<file path="src/rtl/mem_arbiter_if.sv">
// mem_arbiter_if: request, completion and memory-side signals of the two-master arbiter
interface mem_arbiter_if;
    logic        req0;
    logic        req1;
    logic        we0;
    logic        we1;
    logic [31:0] addr0;
    logic [31:0] addr1;
    logic [31:0] wdata0;
    logic [31:0] wdata1;
    logic        ack0;
    logic        ack1;
    logic [31:0] rdata;
    logic        stall0;
    logic        stall1;
    logic [1:0]  gnt;
    logic [31:0] mem_addr;
    logic [31:0] mem_wdata;
    logic        mem_re;
    logic        mem_we;
    logic [31:0] mem_rdata;

    modport slave (
        input  req0, req1, we0, we1, addr0, addr1, wdata0, wdata1, mem_rdata,
        output ack0, ack1, rdata, stall0, stall1, gnt, mem_addr, mem_wdata, mem_re, mem_we
    );

    modport master (
        output req0, req1, we0, we1, addr0, addr1, wdata0, wdata1, mem_rdata,
        input  ack0, ack1, rdata, stall0, stall1, gnt, mem_addr, mem_wdata, mem_re, mem_we
    );
endinterface

</file>
<file path="src/rtl/mem_arbiter.sv">
// mem_arbiter: round-robin two-master arbiter in front of a fixed-latency single-port memory
module mem_arbiter #(
    parameter int WAIT = 2
) (
    input logic         clk,
    input logic         rst,
    mem_arbiter_if.slave bus
);
    typedef enum logic [1:0] {IDLE, BUSY, DONE} state_t;

    state_t      state;
    state_t      state_n;
    logic [3:0]  cnt;
    logic        owner;
    logic        last;
    logic        lat_we;
    logic [31:0] addr_q;
    logic [31:0] wdata_q;
    logic [31:0] rdata_q;
    logic        pick;
    logic        any_req;
    logic        last_beat;

    // State register; reset abandons any transaction in flight
    always_ff @(posedge clk or posedge rst) begin
        if (rst) state <= IDLE;
        else     state <= state_n;
    end

    // Next state, arbitration choice and all combinational outputs
    always_comb begin
        any_req    = bus.req0 | bus.req1;
        pick       = (bus.req0 & bus.req1) ? ~last : bus.req1;
        last_beat  = (state == BUSY) && (cnt == 4'd1);
        state_n    = (state == IDLE) ? (any_req ? BUSY : IDLE) :
                     (state == BUSY) ? (last_beat ? DONE : BUSY) : IDLE;
        bus.gnt    = (state == IDLE) ? 2'b00 : (owner ? 2'b10 : 2'b01);
        bus.ack0   = (state == DONE) & ~owner;
        bus.ack1   = (state == DONE) & owner;
        bus.mem_re = (state == BUSY) & ~lat_we;
        bus.mem_we = last_beat & lat_we;
        bus.stall0 = bus.req0 & ~bus.ack0;
        bus.stall1 = bus.req1 & ~bus.ack1;
    end

    // Latch the winner's request, count the access and capture read data on its last beat
    always_ff @(posedge clk or posedge rst) begin
        if (rst) begin
            cnt     <= 4'd0;
            owner   <= 1'b0;
            last    <= 1'b1;
            lat_we  <= 1'b0;
            addr_q  <= 32'd0;
            wdata_q <= 32'd0;
            rdata_q <= 32'd0;
        end else begin
            if (state == IDLE && any_req) begin
                owner   <= pick;
                lat_we  <= pick ? bus.we1 : bus.we0;
                addr_q  <= pick ? bus.addr1 : bus.addr0;
                wdata_q <= pick ? bus.wdata1 : bus.wdata0;
                cnt     <= 4'(WAIT);
            end
            if (state == BUSY) cnt <= cnt - 4'd1;
            if (last_beat && !lat_we) rdata_q <= bus.mem_rdata;
            if (state == DONE) last <= owner;
        end
    end

    assign bus.mem_addr  = addr_q;
    assign bus.mem_wdata = wdata_q;
    assign bus.rdata     = rdata_q;
endmodule
</file>
<file path="src/flat_wrapper.sv">
// flat-port wrapper written by rule: the top's interface ports become plain ports
module mem_arbiter_flat 
#(
    parameter int WAIT = 2
)
  (clk, rst, bus_req0, bus_req1, bus_we0, bus_we1, bus_addr0, bus_addr1, bus_wdata0, bus_wdata1, bus_mem_rdata, bus_ack0, bus_ack1, bus_rdata, bus_stall0, bus_stall1, bus_gnt, bus_mem_addr, bus_mem_wdata, bus_mem_re, bus_mem_we);
  mem_arbiter_if bus_i ();
  input logic clk;
  input logic rst;
  input wire logic [$bits(bus_i.req0)-1:0] bus_req0;
  input wire logic [$bits(bus_i.req1)-1:0] bus_req1;
  input wire logic [$bits(bus_i.we0)-1:0] bus_we0;
  input wire logic [$bits(bus_i.we1)-1:0] bus_we1;
  input wire logic [$bits(bus_i.addr0)-1:0] bus_addr0;
  input wire logic [$bits(bus_i.addr1)-1:0] bus_addr1;
  input wire logic [$bits(bus_i.wdata0)-1:0] bus_wdata0;
  input wire logic [$bits(bus_i.wdata1)-1:0] bus_wdata1;
  input wire logic [$bits(bus_i.mem_rdata)-1:0] bus_mem_rdata;
  output wire logic [$bits(bus_i.ack0)-1:0] bus_ack0;
  output wire logic [$bits(bus_i.ack1)-1:0] bus_ack1;
  output wire logic [$bits(bus_i.rdata)-1:0] bus_rdata;
  output wire logic [$bits(bus_i.stall0)-1:0] bus_stall0;
  output wire logic [$bits(bus_i.stall1)-1:0] bus_stall1;
  output wire logic [$bits(bus_i.gnt)-1:0] bus_gnt;
  output wire logic [$bits(bus_i.mem_addr)-1:0] bus_mem_addr;
  output wire logic [$bits(bus_i.mem_wdata)-1:0] bus_mem_wdata;
  output wire logic [$bits(bus_i.mem_re)-1:0] bus_mem_re;
  output wire logic [$bits(bus_i.mem_we)-1:0] bus_mem_we;
  assign bus_i.req0 = bus_req0;
  assign bus_i.req1 = bus_req1;
  assign bus_i.we0 = bus_we0;
  assign bus_i.we1 = bus_we1;
  assign bus_i.addr0 = bus_addr0;
  assign bus_i.addr1 = bus_addr1;
  assign bus_i.wdata0 = bus_wdata0;
  assign bus_i.wdata1 = bus_wdata1;
  assign bus_i.mem_rdata = bus_mem_rdata;
  assign bus_ack0 = bus_i.ack0;
  assign bus_ack1 = bus_i.ack1;
  assign bus_rdata = bus_i.rdata;
  assign bus_stall0 = bus_i.stall0;
  assign bus_stall1 = bus_i.stall1;
  assign bus_gnt = bus_i.gnt;
  assign bus_mem_addr = bus_i.mem_addr;
  assign bus_mem_wdata = bus_i.mem_wdata;
  assign bus_mem_re = bus_i.mem_re;
  assign bus_mem_we = bus_i.mem_we;
  mem_arbiter #(.WAIT(WAIT)) u_core (.clk(clk), .rst(rst), .bus(bus_i));
endmodule
</file>
<file path="config.mk">
export PLATFORM = sky130hd
export DESIGN_NAME = mem_arbiter_flat
export DESIGN_NICKNAME = d
export VERILOG_FILES = /design/src/rtl/mem_arbiter_if.sv /design/src/rtl/mem_arbiter.sv /design/src/flat_wrapper.sv
export SDC_FILE = /design/constraint.sdc
export NUM_CORES = 1
export LEC_CHECK = 0
export BUFFER_PORTS_ARGS = -buffer_cell sky130_fd_sc_hd__clkbuf_2
export CORE_ASPECT_RATIO = 1.4
export CORE_MARGIN = 5
export CORE_UTILIZATION = 45
export CTS_BUF_LIST = sky130_fd_sc_hd__clkbuf_16
export DETAILED_ROUTE_END_ITERATION = 10
export GPL_TIMING_DRIVEN = 0
export PLACE_DENSITY = 0.83
export SYNTH_ARGS = -nofsm -noshare
export SYNTH_HDL_FRONTEND = slang
export SYNTH_SLANG_ARGS = --single-unit
</file>
<file path="constraint.sdc">
create_clock -name clk -period 4.8 [get_ports clk]
set_input_delay 0.24 -clock clk [delete_from_list [all_inputs] [get_ports clk]]
set_output_delay 0.24 -clock clk [all_outputs]
set_load 0.01 [all_outputs]
</file>
==> results of run 1 <==
[logic make-up (layout without fill, tap and decap cells)]
family / count (synthesis) / after routing / share of synthesized area
AOI/OAI and AO/OA: 9 / 9 / 0.01188
adders and majority gates: 2 / 2 / 0.005054
buffers and inverters: 22 / 307 / 0.03108
DFF: 105 / 105 / 0.5310
muxes: 164 / 164 / 0.3952
and+or+nand+nor: 24 / 24 / 0.02578
[registers in the layout (all words and copies together) (netlist names)]
name and cells:
u_core.bus.mem_addr 32, u_core.bus.mem_wdata 32, u_core.bus.rdata 32, u_core.cnt 4, u_core.state 2, u_core.last 1, u_core.lat_we 1, u_core.owner 1
[area by class of cell]
type,instances,area (um2)
Timing Repair Buffer,270,1374
Fill cell,897,4045
Inverter,4,17.52
Clock buffer,9,225.2
Multi-Input combinational cell,199,2168
Clock inverter,6,36.28
Buffer,18,138.9
Tap cell,141,176.4
Sequential cell,105,2629
[through the flow]
stage / area (um2) / hold WS, ns / instances / power [mW]
finish: 6765 / -0.02029 / 752 / 4.090
global route: 6765 / 0.02868 / 752 / 4.362
CTS: 6765 / 0.001228 / 752 / 4.159
detailed placement: 6504 / 0.3584 / 737 / 3.492
global placement: 6474 / 0.4542 / 736 / 3.407
floorplan: 4951 / 0.3885 / 326 / 2.733
[worst max-delay path: cells and delay by family (launching register included)]
kind,cells,cell delay (ns)
multiplexers,2,0.67
flip-flops,1,0.53
AO/OA/AOI/OAI,1,0.17
buffers and inverters,2,0.62
[where the power goes]
part	total [mW]	leakage (nW)	switching (mW)	internal [mW]
Combinational	1.84	2.15	0.821	1.02
Clock	0.647	0.131	0.301	0.346
Sequential	1.61	1.23	0.259	1.35
Total	4.09	3.50	1.38	2.71
[worst max path at each step]
stage	startpoint	end	cells past startpoint
2_1_floorplan	rst	u_core.bus.mem_addr[0]	1
3_3_place_gp	rst	u_core.bus.mem_wdata[22]	2
3_5_place_dp	u_core.last	u_core.bus.mem_addr[21]	5
4_1_cts	u_core.last	u_core.bus.mem_addr[21]	5
5_1_grt	u_core.last	u_core.bus.mem_addr[7]	5
6_report	u_core.last	u_core.bus.mem_addr[21]	5
[routing by layer]
| metal | track usage | vias to the layer above | part of all wire |
|---|---|---|---|
| li1 | - | 1715 | - |
| met1 | 0.2028 | 1701 | 0.37 |
| met2 | 0.3416 | 167 | 0.54 |
| met3 | 0.05515 | 23 | 0.076 |
| met5 | 0 | - | 0 |
| met4 | 0.05543 | 0 | 0.018 |
[synth_stat cells]
cell / instances / share of area
buf_2: 12 / 0.012
or2_0: 1 / 0.0013
and3_1: 1 / 0.0013
ha_1: 2 / 0.0051
nor3b_1: 1 / 0.0015
clkbuf_1: 2 / 0.0015
dfstp_2: 1 / 0.0053
nor2_1: 8 / 0.0061
inv_1: 4 / 0.0030
o211ai_1: 1 / 0.0015
mux2_4: 30 / 0.091
a22oi_1: 1 / 0.0015
nor4_1: 1 / 0.0013
nand2b_1: 2 / 0.0025
or3b_1: 1 / 0.0018
or3_1: 1 / 0.0013
mux2_2: 132 / 0.30
nor2b_1: 2 / 0.0025
and2_1: 2 / 0.0025
o2bb2ai_1: 1 / 0.0018
nand3b_1: 1 / 0.0015
nand2_1: 3 / 0.0023
o21ai_0: 5 / 0.0051
dfrtp_1: 104 / 0.53
buf_6: 1 / 0.0023
mux2i_1: 2 / 0.0040
buf_12: 3 / 0.012
a21bo_2: 1 / 0.0020
==> results.toml, run 1 <==
[worst_setup_path]
rr_worst_depth = 5
max_stage_delay_ns = 0.53
cp-end-kind = "flop"
crit_chain = "a21bo_2, buf_2, buf_2, mux2_2, mux2_2"
critPathArrivalTime_ns = 2.33
cpMaxStageDelayCell = "dfstp_2"
cp_max_fo = 10
crit_type = "flop to flop"
critPathLaunchType = "flop"
worstReg2RegEnd = "u_core.bus.mem_addr[21]"
r2r_slack_ns = 2.69
r2r-start = "u_core.last"
critical_path_required_ns = 5.02

[drt]
drtIter0Drc = 64
first_pass_iters = 4
wl_mm = 12.41
dr_total_vias = 3606
vias_per_cell = 4.795
ant_nets = 0
post-route-drc-count = 0
wire_per_inst_um = 16.50

[run_status]
violations = "negative hold slack"
status = "finished, violations left"

[timing]
slew_headroom = 0.5869
fin_skew_ns = 0.008678
max_freq_mhz = 473.8
min_period_ns = 2.111
fin_crit_sh = 0.4397
setup_ws_ns = 2.689
setup_viol = 0
max_slew.worst_pin.slew_ns = 0.6196
worst_hold_slack_ns = -0.02029
finalHoldViolCount = 44
drv_slew = 0
rsz0062_at_grt = "false"
setup_tns_ns = 0

[global_route]
grt_max_degree = 58
antenna_found_initial = 0
grt_pass1_vias = 4008
grt_pass1_wl_mm = 19.53
grt_use_total = 0.1851
overflow = 0

[layout]
layout-drive-gt1-share = 0.7627
layout_commonest_cell = "clkbuf_2"
antenna_cells = 0
final_util = 0.6258
area_growth_pct = 36.64
layout.nets = 775
final_cell_mix = "clkbuf_2, mux2_2, dfrtp_1, mux2_4, buf_2"

[synthesis]
netlist_instances = 326
syn-mean-instance-area_um2 = 15.19
seq_area_frac_synth = 0.5310
synth_area_um2 = 4951
yosys_warnings = 0
syn_nets = 494
synth-seq-cells = 105
ys_types = 28

[floorplanning]
io_pins = 270
dieArea_um2 = 13230
fp.dieH_um = 134.1
start_util = 0.4580
die_x_um = 98.65
core_area_um2 = 10810
std_cell_rows = 45

[clock_tree]
insertion_delay_ns = 0.33
htree_levels = 3
hold_buffers = 0
clock-sinks = 105
cts_tree = "built"
cts_buffer_depth = 2
cts_resized = 0
cts-root-buf = "clkbuf_16"
clk_pin_slew_worst_paths_ns = 0.06
cts_setup_buffers = 0
cts_made_buffers = 9

[placed_design]
gp_congestion = 0.8322
pre_cts_slack_ns = 2.676
numPortBuffers = 269
dpl.hpwl_mm = 10.17

[hold_path]
min_path_type = "primary input to async pin"

[power_and_ir_drop]
power_density_nw_per_um2 = 604.6
max-vdd-ir-drop_mv = 0.3030
p_leak_nw = 3.504

[run]
cap_violations = 0
Power figures use the tool's default switching activity.
==> inputs of run 2 (changes only) <==
ABC_AREA = 1   (was unset)
PLACE_DENSITY = 0.81   (was 0.83)
clock period = 2.06 ns   (was 4.8 ns; I/O delays follow)
==> results.toml, run 2 <==
[floorplanning]
start_util = 0.4546
fp.dieH_um = 139.0
io_pins = 270
die_x_um = 102.1
std_cell_rows = 47
dieArea_um2 = 14190
core_area_um2 = 11760

[clock_tree]
clk_pin_slew_worst_paths_ns = 0.07
cts-root-buf = "clkbuf_16"
htree_levels = 3
insertion_delay_ns = 0.35
cts_tree = "built"
cts_buffer_depth = 2
clock-sinks = 105
cts_made_buffers = 9

[layout]
area_growth_pct = 41.14
multi_input_area_um2 = 2186
layout_commonest_cell = "nand2_1"
layout.nets = 1177
seq_area_um2 = 2629
antenna_cells = 0
final_util = 0.6416
final_cell_mix = "nand2_1, clkbuf_2, nand3_1, dfrtp_1, inv_1"
n_fill_cell = 1061
layout-drive-gt1-share = 0.3314

[power_and_ir_drop]
power_density_nw_per_um2 = 1331
p_leak_nw = 4.479
max-vdd-ir-drop_mv = 0.6972

[synthesis]
synth_top_area_share = 0.4868
ys.flop_type = "dfrtp_1"
synth_commonest_cells = "nand2_1, dfrtp_1, nand3_1"
synth_edf_count = 0
synth.most_common_cell = "nand2_1"
syn-mean-instance-area_um2 = 7.682
synth_area_um2 = 5346
syn_nets = 864
seq_area_frac_synth = 0.4917
synth-async-reset-ratio = 1.000
netlist_instances = 696
ys_top_cells_by_area = "dfrtp_1, nand2_1, nand3_1"
yosys_warnings = 0
synth-seq-cells = 105
netlist.top_cell.by_area = "dfrtp_1"
ys_types = 18

[placed_design]
dpl.hpwl_mm = 13.00
numPortBuffers = 268
gp_congestion = 0.9154

[drt]
vias_per_cell = 4.916
wire_per_inst_um = 15.12
ant_nets = 0
dr_total_vias = 5708
drtIter0Drc = 205
post-route-drc-count = 0
wl_mm = 17.56
first_pass_iters = 4

[worst_setup_path]
crit_type = "flop to output pin"
critPathArrivalTime_ns = 1.74
cp-end-kind = "output pin"
cp_max_fo = 8
critPathLaunchType = "flop"
critical_path_required_ns = 1.96

[timing]
finalHoldViolCount = 0
fin_skew_ns = 0.01239
rsz0062_at_grt = "false"
max_freq_mhz = 541.2
drv_slew = 0
slew_headroom = 0.4611
min_period_ns = 1.848
worst_hold_slack_ns = 0.04956
fin_crit_sh = 0.8969
setup_viol = 0
max_slew.worst_pin.slew_ns = 0.8067

[run_status]
status = "completed"

[global_route]
overflow = 0
grt_max_degree = 41
grt_use_total = 0.2466
grt_pass1_vias = 5821
antenna_found_initial = 0
grt_pass1_wl_mm = 27.76

[run]
cap_violations = 0

[hold_path]
min_path_type = "primary input to flop"
run 2: final timing paths:
path | from | end | slack, ns | depth (start not counted)
hold / removal | bus_mem_rdata[0] | u_core.bus.rdata[0] | 0.05 | 3
hold reg to reg | u_core.bus.rdata[27] | u_core.bus.rdata[27] | 0.48 | 2
setup reg to reg | u_core.cnt[1] | u_core.bus.rdata[15] | 0.40 | 8
min in group asynchronous | rst | u_core.bus.mem_wdata[21] | 0.43 | 3
max in group asynchronous | rst | u_core.bus.mem_addr[24] | 0.97 | 4
setup / recovery | u_core.cnt[1] | bus_mem_we | 0.21 | 7
run 2: power by group:
part	switching [mW]	internal, mW	total, mW	leakage [nW]
Combinational	2.79	1.74	4.53	3.06
Sequential	0.613	3.11	3.72	1.27
Clock	0.821	0.972	1.79	0.153
run 2: cells by family (layout without fill, tap and decap cells):
group           Yosys count  in the layout  synth area share
flops                   105            105            0.4917
compound gates            6              6          0.007723
simple gates            461            461            0.3964
fa+ha+maj                 2              2          0.004680
buf+inv                 122            440           0.09946
run 2: final cells by class:
cell class / count / share of cell area
plain buffers: 45 / 0.03217
clock buffers: 9 / 0.02985
clock inverters: 7 / 0.01128
inverters: 77 / 0.03880
multi-input cells: 469 / 0.2897
flip-flops and latches: 105 / 0.3484
well taps: 147 / 0.02437
repair buffers: 302 / 0.2255
run 2: what timing repair did:
item,4_1_cts,5_1_grt
resized for setup,0,0
hold buffers,32,0
endpoints found under the hold margin,64,0
buffers inserted,0,0
run 2: critical path: stages, from the launching register on:
cell and delay, ns:
dfrtp_1 0.40, inv_1 0.09, ha_1 0.14, nand2_1 0.06, nor2_2 0.28, nand2_1 0.16
nor2_1 0.13, clkbuf_2 0.15
run 2: metal layers:
metal | GRT usage | vias to the layer above | wire length (um)
met5 | 0 | - | 0
met3 | 0.03926 | 71 | 1084
met1 | 0.2861 | 2621 | 6641
li1 | - | 2791 | -
met2 | 0.4221 | 225 | 8941
met4 | 0.1403 | 0 | 889
run 2: metrics by stage:
stage	worst slack, ns	instances	area (um2)	power (mW)	TNS, ns
6_report	0.2124	1161	7546	10.04	0
5_1_grt	0.01352	1161	7546	10.84	0
4_1_cts	0.1746	1161	7546	10.09	0
3_5_place_dp	0.4266	1113	6915	8.215	0
3_3_place_gp	-0.01044	1111	6875	8.081	-0.4144
2_1_floorplan	0.6983	696	5350	6.266	0
